### src/rtl/ddr_out.sv
// I/Q frame serializer feeding a 2-bit ODDR pair: 32-bit frames, 16 cycles each, one-entry input buffer.
// Optional saturating underrun counter port enabled by DDR_OUT_UNDERRUN_CNT_EN.
module ddr_out (
   input  logic        clk,
   input  logic        rst_ddr_n,
   input  logic        tx_en,
   input  logic [12:0] data_i,
   input  logic [12:0] data_q,
   input  logic        data_valid,
   output logic        data_ready,
   output logic        data_rise,
   output logic        data_fall,
   output logic        frame_start,
   output logic        tx_active,
`ifdef DDR_OUT_UNDERRUN_CNT_EN
   output logic        underrun,
   output logic [15:0] underrun_cnt
`else
   output logic        underrun
`endif
);

   typedef enum logic {IDLE, RUN} state_t;

   state_t      state, state_nxt;
   logic [31:0] sh, sh_nxt;
   logic [3:0]  slot, slot_nxt;
   logic [12:0] hold_i, hold_q;
   logic        hold_v;
   logic        load, starve, consume, accept;

   function automatic logic [31:0] mk_frame(input logic [12:0] i, input logic [12:0] q);
      return {2'b10, i, 1'b0, 2'b01, q, 1'b0};
   endfunction

   always_comb begin
      state_nxt = state;
      sh_nxt    = sh;
      slot_nxt  = slot;
      load      = 1'b0;
      starve    = 1'b0;
      case (state)
         IDLE: begin
            sh_nxt   = '0;
            slot_nxt = '0;
            if (tx_en && hold_v) begin
               load      = 1'b1;
               state_nxt = RUN;
            end
         end
         RUN: begin
            if (slot == 4'd15) begin
               // A frame always runs to slot 15; tx_en is only looked at on the boundary.
               if (tx_en) begin
                  load   = 1'b1;
                  starve = !hold_v;
               end else begin
                  state_nxt = IDLE;
                  sh_nxt    = '0;
                  slot_nxt  = '0;
               end
            end else begin
               sh_nxt   = {sh[29:0], 2'b00};
               slot_nxt = slot + 4'd1;
            end
         end
         default: state_nxt = IDLE;
      endcase
      if (load) begin
         sh_nxt   = hold_v ? mk_frame(hold_i, hold_q) : mk_frame(13'd0, 13'd0);
         slot_nxt = '0;
      end
   end

   assign consume    = load && hold_v;
   assign data_ready = !hold_v || consume;
   assign accept     = data_valid && data_ready;
   assign data_rise  = sh[31];
   assign data_fall  = sh[30];
   assign tx_active  = (state == RUN);

   always_ff @(posedge clk) begin
      if (!rst_ddr_n) begin
         state       <= IDLE;
         sh          <= '0;
         slot        <= '0;
         hold_v      <= 1'b0;
         frame_start <= 1'b0;
         underrun    <= 1'b0;
      end else begin
         state       <= state_nxt;
         sh          <= sh_nxt;
         slot        <= slot_nxt;
         frame_start <= load;
         underrun    <= starve;
         // Accept wins over consume so a same-cycle refill keeps the buffer full.
         if (accept) begin
            hold_i <= data_i;
            hold_q <= data_q;
            hold_v <= 1'b1;
         end else if (consume) begin
            hold_v <= 1'b0;
         end
      end
   end

`ifdef DDR_OUT_UNDERRUN_CNT_EN
   always_ff @(posedge clk) begin
      if (!rst_ddr_n)
         underrun_cnt <= '0;
      else if (starve && underrun_cnt != 16'hFFFF)
         underrun_cnt <= underrun_cnt + 16'd1;
   end
`endif

endmodule

### config.mk
export PLATFORM = sky130hd
export DESIGN_NAME = ddr_out
export DESIGN_NICKNAME = d
export VERILOG_FILES = /design/src/rtl/ddr_out.sv
export SDC_FILE = /design/constraint.sdc
export NUM_CORES = 1
export LEC_CHECK = 0
export CAP_MARGIN = 10
export CELL_PAD_IN_SITES_DETAIL_PLACEMENT = 0
export CELL_PAD_IN_SITES_GLOBAL_PLACEMENT = 1
export CORE_MARGIN = 2
export CORE_UTILIZATION = 37
export CTS_CLUSTER_DIAMETER = 50
export DETAILED_ROUTE_END_ITERATION = 12
export GPL_TIMING_DRIVEN = 1
export PLACE_DENSITY_LB_ADDON = 0.1
export SYNTH_ARGS = -nofsm -noshare
export SYNTH_HDL_FRONTEND = slang
export SYNTH_SLANG_ARGS = --single-unit
### constraint.sdc
create_clock -name clk -period 4.3 [get_ports clk]
set_input_delay 0.86 -clock clk [delete_from_list [all_inputs] [get_ports clk]]
set_output_delay 0.86 -clock clk [all_outputs]
set_load 0.01 [all_outputs]
==> metrics.log, run 1 <==
INFO  metric run_status = completed
INFO  metric floorplan.die_area = 6960 µm²
INFO  metric tightestPinTransition = 985 ps
INFO  metric final_hold_viol_count = 0
INFO  metric dominant_cells_by_area_after_synthesis = sky130_fd_sc_hd__dfxtp_1, sky130_fd_sc_hd__edfxtp_1, sky130_fd_sc_hd__mux2i_1
INFO  metric postCtsHoldBufs = 0
INFO  metric cts-htree-levels = 3
INFO  metric global_route_congestion_overflow_total = 0
INFO  metric clock_buffer_count_from_cts = 9
INFO  metric post_synthesis_net_count = 216
INFO  metric first_global_vias = 1444
INFO  metric vias_per_cell = 4.68
INFO  metric netlist-cell-type-count = 29
INFO  metric synth_area_leader_cell = sky130_fd_sc_hd__dfxtp_1
INFO  metric clock_insertion_delay_worst_skew = 320 ps
INFO  metric cap_viol_max_count = 0
INFO  metric p_leak = 1.14 nW
INFO  metric critPathArrivalTime = 2390 ps
INFO  metric worst_ir_drop_vdd = 0.261 mV
INFO  metric fin_hold_ws = 435 ps
INFO  metric place_area = 2700 µm²
INFO  metric layout.area.seq = 1560 µm²
INFO  metric relSlewSlack = 34.3%
INFO  metric route.detailed.wl_per_inst = 12.7 µm
INFO  metric timing.critical_path.to_type = output pin
INFO  metric path_type_of_the_worst_setup_path = in -> out
INFO  metric timing.clock.skew = 3.51 ps
INFO  metric grt_antenna_before_repair = 0
INFO  metric route.vias.total = 1419
INFO  metric setup_viol = 0
INFO  metric fp-row-count = 28
INFO  metric post_route_cells_drive_above_1_share = 7.02%
INFO  metric seq_area_frac_synth = 66.9%
INFO  metric post_synth_instance_area = 2330 µm²
INFO  metric placement.io_buffers = 35
INFO  metric fin_nets = 254
INFO  metric grt_setup_unrepaired = no
INFO  metric core-area = 5990 µm²
INFO  metric largest_net_degree_at_the_start_of_global_routing = 36
INFO  metric cts_repair_resize_count = 0
INFO  metric clock_tree.root_cell = sky130_fd_sc_hd__clkbuf_8
INFO  metric die_width = 83.4 µm
INFO  metric clock_tree_from_tritoncts = yes
INFO  metric syn_to_final_growth = 23.7%
INFO  metric timing.final.crit_period = 3250 ps
INFO  metric first_iter_violations = 94
INFO  metric final_cell_count_no_fill = 303
INFO  metric top_area_cell_type_share_of_the_netlist_area = 33.5%
INFO  metric synth-seq-cells = 65
INFO  metric drt-total-wl = 3840 µm
INFO  metric start_kind = primary input
INFO  metric final_common_cell = sky130_fd_sc_hd__nand2_1
INFO  metric initial_core_util = 39.0%
INFO  metric route.detailed.drc = 0
INFO  metric layout_worst_path_cycle_share = 75.6%
INFO  metric setup_total_negative_slack = 0 ps
INFO  metric fillCellCount = 533
INFO  metric drt.antenna.violating_nets = 0
INFO  metric multi_input_area = 667 µm²
INFO  metric timing_max_transition_violations_final = 0
INFO  metric place_hpwl = 2370 µm
INFO  metric cts.path.max_buffers = 2
INFO  metric max_freq = 308 MHz
INFO  metric number_of_antenna_repair_diodes = 0
INFO  metric crit_required = 3440 ps
INFO  metric syn-instance-count = 185
INFO  metric post_synth.cell_area_avg = 12.6 µm²
INFO  metric final_instance_area = 2890 µm²
INFO  metric grt_usage = 12.2%
INFO  metric placed_cells = 287
INFO  metric boundaryPins = 36
INFO  metric drtPass1Iterations = 4
INFO  metric path_clk_slew = 60 ps
INFO  metric ys.warnings.count = 0
INFO  metric globalplace.congestion = 0.789
INFO  metric leading_cell_types_in_the_layout_fill_and_taps_excluded = sky130_fd_sc_hd__nand2_1, sky130_fd_sc_hd__dfxtp_1, sky130_fd_sc_hd__clkdlybuf4s50_1
INFO  metric first_pass_grt_wire_length = 6670 µm
INFO  metric clkSinkCount = 65
INFO  metric die_height = 83.4 µm
INFO  metric min_path_type = reg -> reg
INFO  metric cts_setup_buffers = 0
INFO  metric post-layout-total-power = 1.24 mW
INFO  metric power_density = 429 nW/µm²
INFO  metric worst-path-max-fanout = 6
==> synthesized netlist by cell type <==
master,instances
sky130_fd_sc_hd__a21boi_0,2
sky130_fd_sc_hd__a21o_1,1
sky130_fd_sc_hd__a21oi_1,2
sky130_fd_sc_hd__a31oi_1,2
sky130_fd_sc_hd__and2_1,1
sky130_fd_sc_hd__and3_1,8
sky130_fd_sc_hd__and4_1,1
sky130_fd_sc_hd__buf_12,2
sky130_fd_sc_hd__buf_2,1
sky130_fd_sc_hd__buf_4,2
sky130_fd_sc_hd__buf_6,2
sky130_fd_sc_hd__clkbuf_1,3
sky130_fd_sc_hd__dfxtp_1,39
sky130_fd_sc_hd__edfxtp_1,26
sky130_fd_sc_hd__ha_1,1
sky130_fd_sc_hd__inv_1,3
sky130_fd_sc_hd__mux2i_1,25
sky130_fd_sc_hd__nand2_1,52
sky130_fd_sc_hd__nand2_8,1
sky130_fd_sc_hd__nand2b_1,1
sky130_fd_sc_hd__nand3_1,1
sky130_fd_sc_hd__nand3_4,1
sky130_fd_sc_hd__nand4_1,1
sky130_fd_sc_hd__nand4b_1,1
sky130_fd_sc_hd__nor2_1,1
sky130_fd_sc_hd__nor3_1,1
sky130_fd_sc_hd__nor3b_1,1
sky130_fd_sc_hd__o21ai_0,2
sky130_fd_sc_hd__xnor2_1,1
==> power breakdown <==
group | internal [mW] | switching, mW
Sequential | 0.663 | 0.00858
Clock | 0.279 | 0.207
Combinational | 0.0436 | 0.0360
==> flip-flops by register name, indices dropped and copies added, names as in the netlist <==
| signal | cells |
|---|---|
| underrun | 1 |
| frame_start | 1 |
| slot | 4 |
| hold_v | 1 |
| sh | 31 |
| tx_active | 1 |
| hold_q | 13 |
| hold_i | 13 |
==> routing by layer <==
| layer | vias up | global-route usage (%) | wire length (µm) |
|---|---|---|---|
| li1 | 707 | - | - |
| met2 | 28 | 19.1 | 1790 |
| met5 | - | 0 | 0 |
| met3 | 8 | 3.58 | 156 |
| met1 | 676 | 14.9 | 1820 |
| met4 | 0 | 7.48 | 79 |
==> critical path, cell delays in order <==
cell and delay, ps:
sky130_fd_sc_hd__clkdlybuf4s50_1 560, sky130_fd_sc_hd__nand4_1 230, sky130_fd_sc_hd__nand3_1 190, sky130_fd_sc_hd__clkdlybuf4s50_1 550
==> cells by family (layout without fill, tap and decap cells) <==
group | after synthesis | count (layout) | synth area share [%]
and+or+nand+nor | 71 | 71 | 14.6
DFF | 65 | 65 | 66.9
muxes | 25 | 25 | 10.7
buffers and inverters | 13 | 56 | 4.50
AOI/OAI and AO/OA | 9 | 9 | 2.36
adders and majority gates | 1 | 1 | 0.536
xor gates and xnor gates | 1 | 1 | 0.375
==> cell type report <==
cell class              instances  share of cell area [%]
inverters                       3                   0.390
flip-flops and latches         65                    54.1
clock buffers                  12                    5.03
repair buffers                 37                    12.7
multi-input cells             107                    23.1
clock inverters                 4                    1.47
well taps                      75                    3.25
==> metrics by stage <==
stage	setup slack [ps]	util, %
final	1050	48.2
after global routing	953	48.2
after CTS	1040	48.2
after detailed placement	1060	45.1
after global placement	1100	45.1
after floorplan	1960	-
==> path summary, 6_finish.rpt <==
| check | from | endpoint | slack (ps) | depth (start not counted) |
|---|---|---|---|---|
| max | tx_en | data_ready | 1050 | 4 |
| min | sh[19] | sh[21] | 440 | 2 |
| min reg2reg | sh[19] | sh[21] | 440 | 2 |
| max reg2reg | slot[0] | hold_i[12] | 2330 | 5 |
(Power assumes the default switching activity.)
==> run 2, diff against run 1 <==
- clock period: 4.3 -> 3.24 ns (I/O delays scaled with it)
==> metrics.log, run 2 (synthesized netlist as in run 1, its figures left out) <==
INFO  metric fin_nets = 255
INFO  metric post_route_cells_drive_above_1_share = 7.86%
INFO  metric route.detailed.drc = 0
INFO  metric postCtsHoldBufs = 0
INFO  metric final_instance_area = 2900 µm²
INFO  metric place_area = 2710 µm²
INFO  metric cap_viol_max_count = 0
INFO  metric timing.final.crit_period = 2840 ps
INFO  metric clock_buffer_count_from_cts = 9
INFO  metric critPathMaxStageDelay = 560 ps
INFO  metric crit_required = 2590 ps
INFO  metric timing.clock.skew = 8.31 ps
INFO  metric critical_path.cell_chain = clkdlybuf4s50_1 > nand4_1 > nand3_1 > clkdlybuf4s50_1
INFO  metric route.vias.total = 1425
INFO  metric global_route_congestion_overflow_total = 0
INFO  metric grt_usage = 12.4%
INFO  metric worst_ir_drop_vdd = 0.264 mV
INFO  metric grt_setup_unrepaired = no
INFO  metric cts_repair_resize_count = 0
INFO  metric globalplace.congestion = 0.796
INFO  metric final_hold_viol_count = 0
INFO  metric first_global_vias = 1508
INFO  metric clock_tree_from_tritoncts = yes
INFO  metric final_common_cell = sky130_fd_sc_hd__nand2_1
INFO  metric floorplan.die_area = 6960 µm²
INFO  metric min_path_type = reg -> reg
INFO  metric worst-path-max-fanout = 6
INFO  metric clkSinkCount = 65
INFO  metric core-area = 5990 µm²
INFO  metric path_clk_slew = 60 ps
INFO  metric initial_core_util = 39.0%
INFO  metric max_flop_register = sh
INFO  metric clock_insertion_delay_worst_skew = 320 ps
INFO  metric biggestRegsByFlops = sh x31, hold_i x13, hold_q x13
INFO  metric clock_tree.root_cell = sky130_fd_sc_hd__clkbuf_8
INFO  metric drt-total-wl = 3930 µm
INFO  metric path_type_of_the_worst_setup_path = in -> out
INFO  metric layout.area.seq = 1560 µm²
INFO  metric fillCellCount = 542
INFO  metric drtPass1Iterations = 4
INFO  metric largest_net_degree_at_the_start_of_global_routing = 29
INFO  metric fp-row-count = 28
INFO  metric p_leak = 1.15 nW
INFO  metric number_of_antenna_repair_diodes = 0
INFO  metric relSlewSlack = 69.9%
INFO  metric timing_max_transition_violations_final = 0
INFO  metric setup_total_negative_slack = 0 ps
INFO  metric setup_viol = 0
INFO  metric grt_antenna_before_repair = 0
INFO  metric tightestPinTransition = 451 ps
INFO  metric max_freq = 353 MHz
INFO  metric run_status = completed
INFO  metric critical_path.most_common_cell = sky130_fd_sc_hd__clkdlybuf4s50_1
INFO  metric drt.antenna.violating_nets = 0
INFO  metric start_kind = primary input
INFO  metric cts.path.max_buffers = 2
INFO  metric first_pass_grt_wire_length = 6790 µm
INFO  metric boundaryPins = 36
INFO  metric timing.critical_path.to_type = output pin
INFO  metric syn_to_final_growth = 24.5%
INFO  metric cts-htree-levels = 3
INFO  metric critical-path-slowest-cell = sky130_fd_sc_hd__clkdlybuf4s50_1
INFO  metric multi_input_area = 667 µm²
INFO  metric vias_per_cell = 4.69
INFO  metric cts_setup_buffers = 0
INFO  metric first_iter_violations = 70
INFO  metric die_height = 83.4 µm
INFO  metric placement.io_buffers = 35
INFO  metric leading_cell_types_in_the_layout_fill_and_taps_excluded = sky130_fd_sc_hd__nand2_1, sky130_fd_sc_hd__dfxtp_1, sky130_fd_sc_hd__clkdlybuf4s50_1
INFO  metric place_hpwl = 2420 µm
INFO  metric critPathArrivalTime = 2190 ps
INFO  metric die_width = 83.4 µm
INFO  metric route.detailed.wl_per_inst = 12.9 µm
INFO  metric power_density = 574 nW/µm²
INFO  metric layout_worst_path_cycle_share = 87.6%
INFO  metric max_reg_flops = 31
-- run 2: metal layers --
metal	up-vias	share of wire (%)	track usage (%)
met3	8	4.4	4.08
li1	710	-	-
met4	0	1.8	7.04
met5	-	0	0
met2	29	49	19.9
met1	678	45	14.7
-- run 2: area by class of cell --
class | instances | area share (%)
multi-input cells | 107 | 23.0
repair buffers | 38 | 12.8
clock inverters | 3 | 1.34
clock buffers | 13 | 5.47
well taps | 75 | 3.23
inverters | 3 | 0.388
flip-flops and latches | 65 | 53.8
-- run 2: worst paths after layout --
check	to	slack (ps)	depth (start not counted)	start
max reg2reg	hold_i[10]	1280	5	slot[0]
min reg2reg	sh[13]	440	2	sh[11]
max	data_ready	400	4	tx_en
min	sh[13]	440	2	sh[11]
-- run 2: per-stage QoR --
stage	cells	power, mW	utilization, %	setup slack [ps]	hold slack, ps
floorplan	185	0.969	-	1110	420
global placement	288	1.02	45.2	462	429
detailed placement	288	1.02	45.2	412	430
CTS	304	1.69	48.5	412	440
global route	304	1.74	48.5	308	457
finish	304	1.67	48.5	403	437
-- run 2: critical path: cells and delay by family --
kind | cells | cell delay [ps]
buffers and inverters | 2 | 1110
AND/OR/NAND/NOR | 2 | 420
-- run 2: power breakdown --
| group | internal (mW) | switching (mW) |
|---|---|---|
| registers | 0.880 | 0.0115 |
| clock network | 0.394 | 0.275 |
| logic | 0.0583 | 0.0476 |
| total | 1.33 | 0.334 |
==> run 3, diff against run 2 <==
- PLACE_DENSITY: unset -> 0.82
- PLACE_DENSITY_LB_ADDON: 0.1 -> unset
==> metrics.log, run 3 (synthesized netlist as in run 1, its figures left out) <==
INFO  metric start_kind = primary input
INFO  metric cts_setup_buffers = 0
INFO  metric global_route_congestion_overflow_total = 0
INFO  metric grt-busiest-layer = met2
INFO  metric max_reg_flops = 31
INFO  metric final_common_cell = sky130_fd_sc_hd__nand2_1
INFO  metric layout.area.seq = 1560 µm²
INFO  metric critical_path.most_common_cell = sky130_fd_sc_hd__clkdlybuf4s50_1
INFO  metric fin_nets = 255
INFO  metric biggestRegsByFlops = sh x31, hold_i x13, hold_q x13
INFO  metric cts-htree-levels = 3
INFO  metric multi_input_area = 667 µm²
INFO  metric crit-reg2reg-launch = slot[0]
INFO  metric tightestPinTransition = 479 ps
INFO  metric first_iter_violations = 61
INFO  metric relSlewSlack = 68.0%
INFO  metric power_density = 591 nW/µm²
INFO  metric number_of_antenna_repair_diodes = 0
INFO  metric critical_path.endpoint = data_ready
INFO  metric largest_net_degree_at_the_start_of_global_routing = 29
INFO  metric route.detailed.drc = 0
INFO  metric place_hpwl = 2140 µm
INFO  metric clkSinkCount = 65
INFO  metric postCtsHoldBufs = 0
INFO  metric setup_viol = 0
INFO  metric max_freq = 356 MHz
INFO  metric crit_required = 2590 ps
INFO  metric leading_cell_types_in_the_layout_fill_and_taps_excluded = sky130_fd_sc_hd__nand2_1, sky130_fd_sc_hd__dfxtp_1, sky130_fd_sc_hd__clkdlybuf4s50_1
INFO  metric syn_to_final_growth = 25.4%
INFO  metric switching_share = 19.9%
INFO  metric final_cell_count_no_fill = 304
INFO  metric setup.worst_path.start = tx_en
INFO  metric regToRegEndpoint = hold_q[8]
INFO  metric initial_core_util = 39.0%
INFO  metric power.internal = 1.39 mW
INFO  metric clock_buffer_count_from_cts = 9
INFO  metric floorplan.die_area = 6960 µm²
INFO  metric route.vias.total = 1410
INFO  metric die_height = 83.4 µm
INFO  metric first_global_vias = 1368
INFO  metric power_frac_seq = 51.5%
INFO  metric fillCellCount = 523
INFO  metric placed_cells = 288
INFO  metric setup.reg_to_reg.worst_slack = 1320 ps
INFO  metric setup_total_negative_slack = 0 ps
INFO  metric critPathArrivalTime = 2160 ps
INFO  metric clock_share_of_power = 42.5%
INFO  metric drt.antenna.violating_nets = 0
INFO  metric combinational_power_share = 6.0%
INFO  metric vias_per_cell = 4.64
INFO  metric timing.final.crit_period = 2810 ps
INFO  metric clock_tree_from_tritoncts = yes
INFO  metric post-layout-total-power = 1.73 mW
INFO  metric placement.io_buffers = 35
INFO  metric critPathMaxStageDelay = 550 ps
INFO  metric critical_path.cell_chain = clkdlybuf4s50_1 > nand4_1 > nand3_1 > clkdlybuf4s50_1
INFO  metric final_core_utilization = 48.8%
INFO  metric critical-path-slowest-cell = sky130_fd_sc_hd__clkdlybuf4s50_1
INFO  metric die_width = 83.4 µm
INFO  metric max_flop_register = sh
INFO  metric p_leak = 1.15 nW
INFO  metric drt-total-wl = 3440 µm
INFO  metric layout_worst_path_cycle_share = 86.6%
INFO  metric grt.met1_usage = 12.8%
INFO  metric clock_insertion_delay_worst_skew = 330 ps
INFO  metric grt_usage = 11.3%
INFO  metric path_type_of_the_worst_setup_path = in -> out
INFO  metric fin_hold_ws = 435 ps
INFO  metric boundaryPins = 36
INFO  metric core-area = 5990 µm²
INFO  metric cap_viol_max_count = 0
INFO  metric switching_power = 0.344 mW
INFO  metric drtPass1Iterations = 4
INFO  metric clock_tree.root_cell = sky130_fd_sc_hd__clkbuf_8
INFO  metric worst_ir_drop_vdd = 0.366 mV
INFO  metric post_route_cells_drive_above_1_share = 8.73%
INFO  metric timing_max_transition_violations_final = 0
INFO  metric cts_repair_resize_count = 0
INFO  metric route.detailed.wl_per_inst = 11.3 µm
INFO  metric worstRegToRegCells = 5
INFO  metric globalplace.congestion = 0.727
INFO  metric fp-row-count = 28
INFO  metric worst-path-max-fanout = 6
INFO  metric run_status = completed
INFO  metric timing.critical_path.to_type = output pin
INFO  metric min_path_type = reg -> reg
INFO  metric grt_antenna_before_repair = 0
INFO  metric first_pass_grt_wire_length = 5970 µm
INFO  metric path_clk_slew = 60 ps
INFO  metric global_route.usage.met3 = 6.66%
INFO  metric timing.clock.skew = 2.45 ps
INFO  metric grt_setup_unrepaired = no
INFO  metric cts.path.max_buffers = 2
INFO  metric final_hold_viol_count = 0
INFO  metric met2_usage = 17.0%
run 3: changes by cell type in the layout (fill, tap and decap cells not counted), sizes merged:
cell / change
bufinv: +1
clkinvlp: +1
clkbuf: -3
clkinv: +1
run 3: metal layers:
| layer | part of all wire (%) | wire [µm] | vias up |
|---|---|---|---|
| met1 | 44 | 1510 | 656 |
| li1 | - | - | 709 |
| met5 | 0 | 0 | - |
| met3 | 7.1 | 244 | 8 |
| met2 | 47 | 1620 | 37 |
| met4 | 1.9 | 67 | 0 |
run 3: critical path, delay by kind of cell:
family | cells | cell delay (ps)
AND/OR/NAND/NOR | 2 | 410
buffers and inverters | 2 | 1100
run 3: area by class of cell:
| cell class | count | share of cell area [%] |
|---|---|---|
| clock inverters | 6 | 2.78 |
| repair buffers | 38 | 12.7 |
| flip-flops and latches | 65 | 53.4 |
| well taps | 75 | 3.21 |
| inverters | 3 | 0.385 |
| clock buffers | 10 | 4.70 |
| multi-input cells | 107 | 22.8 |
run 3: power groups by stage:
stage | logic [mW] | registers (mW) | clock network, mW
floorplan | 0.0644 | 0.905 | 0
global placement | 0.104 | 0.909 | 0
detailed placement | 0.105 | 0.909 | 0
CTS | 0.105 | 0.891 | 0.759
global route | 0.114 | 0.893 | 0.802
finish | 0.103 | 0.891 | 0.735
run 3: how the worst min path moves through the flow:
stage | from | endpoint | slack, ps | cells after the start
finish | sh[23] | sh[25] | 440 | 2
CTS | sh[23] | sh[25] | 440 | 2
floorplan | sh[8] | sh[10] | 420 | 2
detailed placement | sh[9] | sh[11] | 430 | 2
global placement | sh[22] | sh[24] | 430 | 2
global route | sh[9] | sh[11] | 450 | 2
run 3: metrics by stage:
step / cell area, µm² / setup slack, ps
after floorplan: 2330 / 1110
after global placement: 2710 / 475
after detailed placement: 2710 / 436
after CTS: 2930 / 431
after global routing: 2930 / 329
final: 2930 / 435
==> edit 1 (config.mk and constraints of run 3) <==
Build with the macro `DDR_OUT_UNDERRUN_CNT_EN` defined.
--- a/src/rtl/ddr_out.sv
+++ b/src/rtl/ddr_out.sv
@@ -1,5 +1,7 @@
 // I/Q frame serializer feeding a 2-bit ODDR pair: 32-bit frames, 16 cycles each, one-entry input buffer.
 // Optional saturating underrun counter port enabled by DDR_OUT_UNDERRUN_CNT_EN.
+`define DDR_OUT_UNDERRUN_CNT_EN
+
 module ddr_out (
    input  logic        clk,
    input  logic        rst_ddr_n,
Function (old outputs only; new: underrun_cnt): kept (Yosys induction, for registers that start in step).
==> edit 1 against run 3 <==
- synthesized area is 26% higher
- hold slack worse by 0.010 ns
- worst setup slack worse by 0.21 ns
- final cell count is 34% higher
- sequential cell count is 16 higher
- first-iteration DRC count is 150% higher
- final area is 29% higher
- routed wire length is 68% higher
- register-to-register slack worse by 0.36 ns
- total power is 12% higher
- critical endpoint unchanged
- highest routed layer unchanged
==> edit 1: results (changes against run 3) <==
| Metric | Value |
|---|---|
| Status | `finished clean` |
| DP HPWL | `3770 um (+76%)` |
| Final Net Count | `333 (+31%)` |
| Number of synthesized flops with an enable pin | `26 (unchanged)` |
| Crit-path max FO | `12 (+6)` |
| Synth top area cells | `dfxtp_1 37%, edfxtp_1 26%, a22o_1 4.2%` |
| P_sw | `0.442 mW (+29%)` |
| WL/cell | `14.2 um (+25%)` |
| Top Registers | `sh x31, underrun_cnt x16` |
| Number of global-route vias before repair | `1993 (+46%)` |
| First-pass GRT wire length | `9560 um (+60%)` |
| Maximum vdd drop | `0.246 mV (-33%)` |
| Setup Skew | `0.00785 ns (+0.00540 ns)` |
| GPL Wtd Cong | `0.772 (+6.3%)` |
| Async set or reset register ratio after synthesis | `0% (unchanged)` |
| Sequential share of the synthesized area | `63.8% (-3.2 points)` |
| Crit-path leading delay family | `buffers and inverters` |
| Clk_lat worst skew | `0.35 ns (+0.02 ns)` |
| Clk root buf | `clkbuf_8` |
| Netlist cell types | `44 (+52%)` |
| CP peak stage delay | `0.59 ns (+0.04 ns)` |
| Layout cell share with drive strength beyond 1 | `8.82% (+0.090 points)` |
| P_leak | `1.36 nW (+18%)` |
| Post-Syn Nets | `279 (+29%)` |
| Initial DRC Count | `150 (+150%)` |
| Reg clk slew, reported paths | `0.09 ns (+0.03 ns)` |
| Via-to-Cell Ratio | `5.21 (+12%)` |
| IO Port Bufs | `51 (+46%)` |
| N_diodes | `0 (unchanged)` |
| GRT Util Overall | `14.3% (+3.0 points)` |
| Hold buffer count at CTS | `0 (unchanged)` |
| Critical Path AT | `2.36 ns (+0.20 ns)` |
| Pin count of the biggest net entering global routing | `27 (-6.9%)` |
| Commonest cells post-synth | `55 x dfxtp_1, 26 x edfxtp_1, 14 x a22o_1` |
| Slew HR | `48.2% (-20 points)` |
-- edit 1: what timing repair did --
action                                  CTS  global route
buffers inserted                          0             0
hold endpoints to repair                  0             0
gates resized for setup                   0             1
endpoints found under the setup margin    0             1
-- edit 1: final cells by class --
class	instances	area (um2)
clock inverter	7	83.8
tap	102	128
multi-input combinational	147	985
inverter	6	22.5
timing repair buffer	56	548
clock buffer	9	124
sequential	81	1880
fill	698	3960
-- edit 1: worst paths after layout --
kind / startpoint / end / slack (ns) / depth (start not counted)
max: slot[0]$_SDFFE_PP0P_ / data_ready / 0.23 / 5
min: sh[13]$_SDFFE_PN0P_ / sh[15]$_SDFFE_PN0P_ / 0.42 / 1
max reg2reg: slot[0]$_SDFFE_PP0P_ / hold_q[11]$_DFFE_PP_ / 0.96 / 6
min reg2reg: sh[13]$_SDFFE_PN0P_ / sh[15]$_SDFFE_PN0P_ / 0.42 / 1
-- edit 1: cells by family (layout without fill, tap and decap cells) --
family | after synthesis | in the layout | synth area share (%)
AND/OR/NAND/NOR | 80 | 80 | 16.1
adder cells (fa/ha/maj) | 2 | 2 | 0.848
buffers and inverters | 19 | 78 | 2.88
AO/OA/AOI/OAI | 58 | 58 | 14.1
flip-flops | 81 | 81 | 63.8
multiplexers | 6 | 6 | 2.03
XOR/XNOR | 1 | 1 | 0.297
-- edit 1: metal layers --
| metal | global-route usage (%) | share of wire [%] |
|---|---|---|
| met5 | 0 | 0 |
| met4 | 5.27 | 1.5 |
| met3 | 4.51 | 5.0 |
| met2 | 20.4 | 43 |
| met1 | 20.2 | 51 |
-- edit 1: per-stage QoR --
| step | instances | area (um2) | setup slack, ns |
|---|---|---|---|
| after floorplan | 247 | 2950 | 0.802 |
| after global placement | 392 | 3560 | 0.413 |
| after detailed placement | 392 | 3560 | 0.431 |
| after CTS | 408 | 3770 | 0.103 |
| after global routing | 408 | 3770 | 0.0534 |
| final | 408 | 3770 | 0.229 |
-- edit 1: power by group through the flow --
| stage | Sequential [mW] | Clock, mW | Combinational (mW) |
|---|---|---|---|
| 3_3_place_gp | 1.10 | 0 | 0.0894 |
| 3_5_place_dp | 1.11 | 0 | 0.0902 |
| 5_1_grt | 1.08 | 0.828 | 0.0983 |
| 6_report | 1.08 | 0.762 | 0.0905 |
| 4_1_cts | 1.08 | 0.786 | 0.0912 |
| 2_1_floorplan | 1.10 | 0 | 0.0366 |
-- edit 1: worst reg2reg max path: stages (launching register included) --
cell	delay (ns)
dfxtp_1	0.38
ha_1	0.24
nand3_1	0.17
and2_1	0.35
o21ai_1	0.29
and3_1	0.19
buf_4	0.32
==> edit 2 (settings of run 3) <==
Without the edit above. Remove the register `underrun`: a continuous assignment takes its place, so the output `underrun` follows one clock earlier.
--- a/src/rtl/ddr_out.sv
+++ b/src/rtl/ddr_out.sv
@@ -86,13 +86,11 @@
          slot        <= '0;
          hold_v      <= 1'b0;
          frame_start <= 1'b0;
-         underrun    <= 1'b0;
       end else begin
          state       <= state_nxt;
          sh          <= sh_nxt;
          slot        <= slot_nxt;
          frame_start <= load;
-         underrun    <= starve;
          // Accept wins over consume so a same-cycle refill keeps the buffer full.
          if (accept) begin
             hold_i <= data_i;
@@ -103,6 +101,8 @@
          end
       end
    end
+
+   assign underrun = starve;
 
 `ifdef DDR_OUT_UNDERRUN_CNT_EN
    always_ff @(posedge clk) begin
Behaviour: no difference found for any inputs over 10 cycles, from zero or initial values and one cycle with rst_ddr_n low; that may be too few to reach the edited logic, so the function may still have changed.
==> edit 2 against run 3 <==
- routed wire length is 10% lower
- final area decreased by 11%
- worst setup slack got worse by 0.25 ns
- largest cell class unchanged
- synthesized area down 12%
- sequential power shrank 2%
- synthesized cell count fell by 29%
- total power shrank 14%
- sequential cell count shrank 1
==> edit 2: results (changes against run 3) <==
| Metric | Value |
|---|---|
| Initial antenna violation count | `0 (unchanged)` |
| TritonCTS buffer count | `9 (unchanged)` |
| Synth warn | `0 (unchanged)` |
| DP HPWL | `1920 um (-10%)` |
| N_diodes | `0 (unchanged)` |
| Clk_lat worst skew | `0.33 ns (about the same)` |
| H-tree levels | `3 (unchanged)` |
| Status | `finished clean` |
| Drt total wl | `3100 um (-10%)` |
| Initial DRC Count | `46 (-25%)` |
| Crit-path max FO | `6 (unchanged)` |
| Sequential share of the synthesized area | `75.1% (+8.2 points)` |
| XOR/XNOR Fraction of Synth Area | `0.427% (+0.051 points)` |
| Layout cell share with drive strength beyond 1 | `7.87% (-0.87 points)` |
| Remaining global-route overflow | `0 (unchanged)` |
| First-pass GRT wire length | `5240 um (-12%)` |
| Setup Skew | `0.00794 ns (+0.00549 ns)` |
| Synthesized area per cell | `15.5 um2 (+23%)` |
| WL/cell | `12.4 um (+9.4%)` |
| Synth top area cells | `edfxtp_1 38%, dfxtp_1 37%, a22o_1 10%` |
| Cts repair resizes | `0 (unchanged)` |
| GPL Wtd Cong | `0.731 (+0.58%)` |
| Post-DP Area | `2450 um2 (-9.5%)` |
| Adder-Cell Fraction of Synth Area | `0.610% (+0.074 points)` |
| Synth Area in Compound Gates | `13.1% (+11 points)` |
| Commonest cells post-synth | `38 x dfxtp_1, 26 x edfxtp_1, 24 x a22o_1` |
| CP peak stage delay | `0.61 ns (+0.06 ns)` |
| CTS Buffer Depth | `2 (unchanged)` |
| IO Port Bufs | `35 (unchanged)` |
| Ys flop type | `dfxtp_1` |
| Pin count of the biggest net entering global routing | `29 (unchanged)` |
| Worst hold path class | `flip-flop to flip-flop` |
| Post-Syn Nets | `163 (-25%)` |
| Final Net Count | `204 (-20%)` |
| Clk root buf | `clkbuf_8` |
| Async set or reset register ratio after synthesis | `0% (unchanged)` |
| Dpl cells | `234 (-19%)` |
| Reg clk slew, reported paths | `0.06 ns (about the same)` |
| Slowest CP cell | `clkdlybuf4s50_1` |
| Top Registers | `sh x31, hold_i x13, hold_q x13` |
| GRT Util Overall | `11.7% (+0.38 points)` |
| P_leak | `0.948 nW (-18%)` |
| Number of synthesized flops with an enable pin | `26 (unchanged)` |
| Via-to-Cell Ratio | `4.74 (+2.1%)` |
| Worst Tran Pin Value | `0.647 ns (+0.168 ns)` |
| Crit-path leading delay family | `buffers and inverters` |
| Postcts setup bufs | `0 (unchanged)` |
| Netlist cell types | `29 (unchanged)` |
| Critical Path AT | `2.41 ns (+0.25 ns)` |
| Number of global-route vias before repair | `1180 (-14%)` |
| Initial DRT Pass Iterations | `4 (unchanged)` |
| Pint | `1.19 mW (-14%)` |
| Multiplexer area fraction after synthesis | `0.488% (-10 points)` |
| Maximum vdd drop | `0.309 mV (-16%)` |
[edit 2: worst paths after layout]
check | from | endpoint | slack [ns] | depth (start not counted)
worst min register to register | sh[13]$_SDFFE_PN0P_ | sh[15]$_SDFFE_PN0P_ | 0.44 | 1
worst max-delay path | tx_en | underrun | 0.18 | 4
worst max register to register | slot[0]$_SDFFE_PP0P_ | hold_i[2]$_DFFE_PP_ | 1.35 | 5
worst min-delay path | sh[13]$_SDFFE_PN0P_ | sh[15]$_SDFFE_PN0P_ | 0.44 | 1
[edit 2: power by group through the flow]
| stage | logic (mW) | registers [mW] | clock network [mW] |
|---|---|---|---|
| finish | 0.0719 | 0.875 | 0.546 |
| global route | 0.0792 | 0.877 | 0.598 |
| CTS | 0.0736 | 0.876 | 0.567 |
| detailed placement | 0.0732 | 0.893 | 0 |
| global placement | 0.0707 | 0.892 | 0 |
| floorplan | 0.0291 | 0.890 | 0 |
[edit 2: routing by layer]
layer	global-route usage, %	routed length [um]	vias to the layer above
li1	-	-	571
met1	13.4	1420	567
met2	17.2	1420	38
met3	5.52	186	8
met4	7.89	70	0
met5	0	0	-
[edit 2: layout make-up]
| cell class | count | area, um2 |
|---|---|---|
| tap | 72 | 90.1 |
| timing repair buffer | 36 | 358 |
| sequential | 64 | 1540 |
| fill | 475 | 2840 |
| inverter | 3 | 11.3 |
| multi-input combinational | 59 | 448 |
| clock buffer | 15 | 146 |
| clock inverter | 1 | 5.00 |
[edit 2: through the flow]
step | worst slack, ns | power (mW)
floorplan | 1.11 | 0.919
global placement | 0.387 | 0.963
detailed placement | 0.228 | 0.966
CTS | 0.233 | 1.52
global route | 0.0754 | 1.55
finish | 0.182 | 1.49
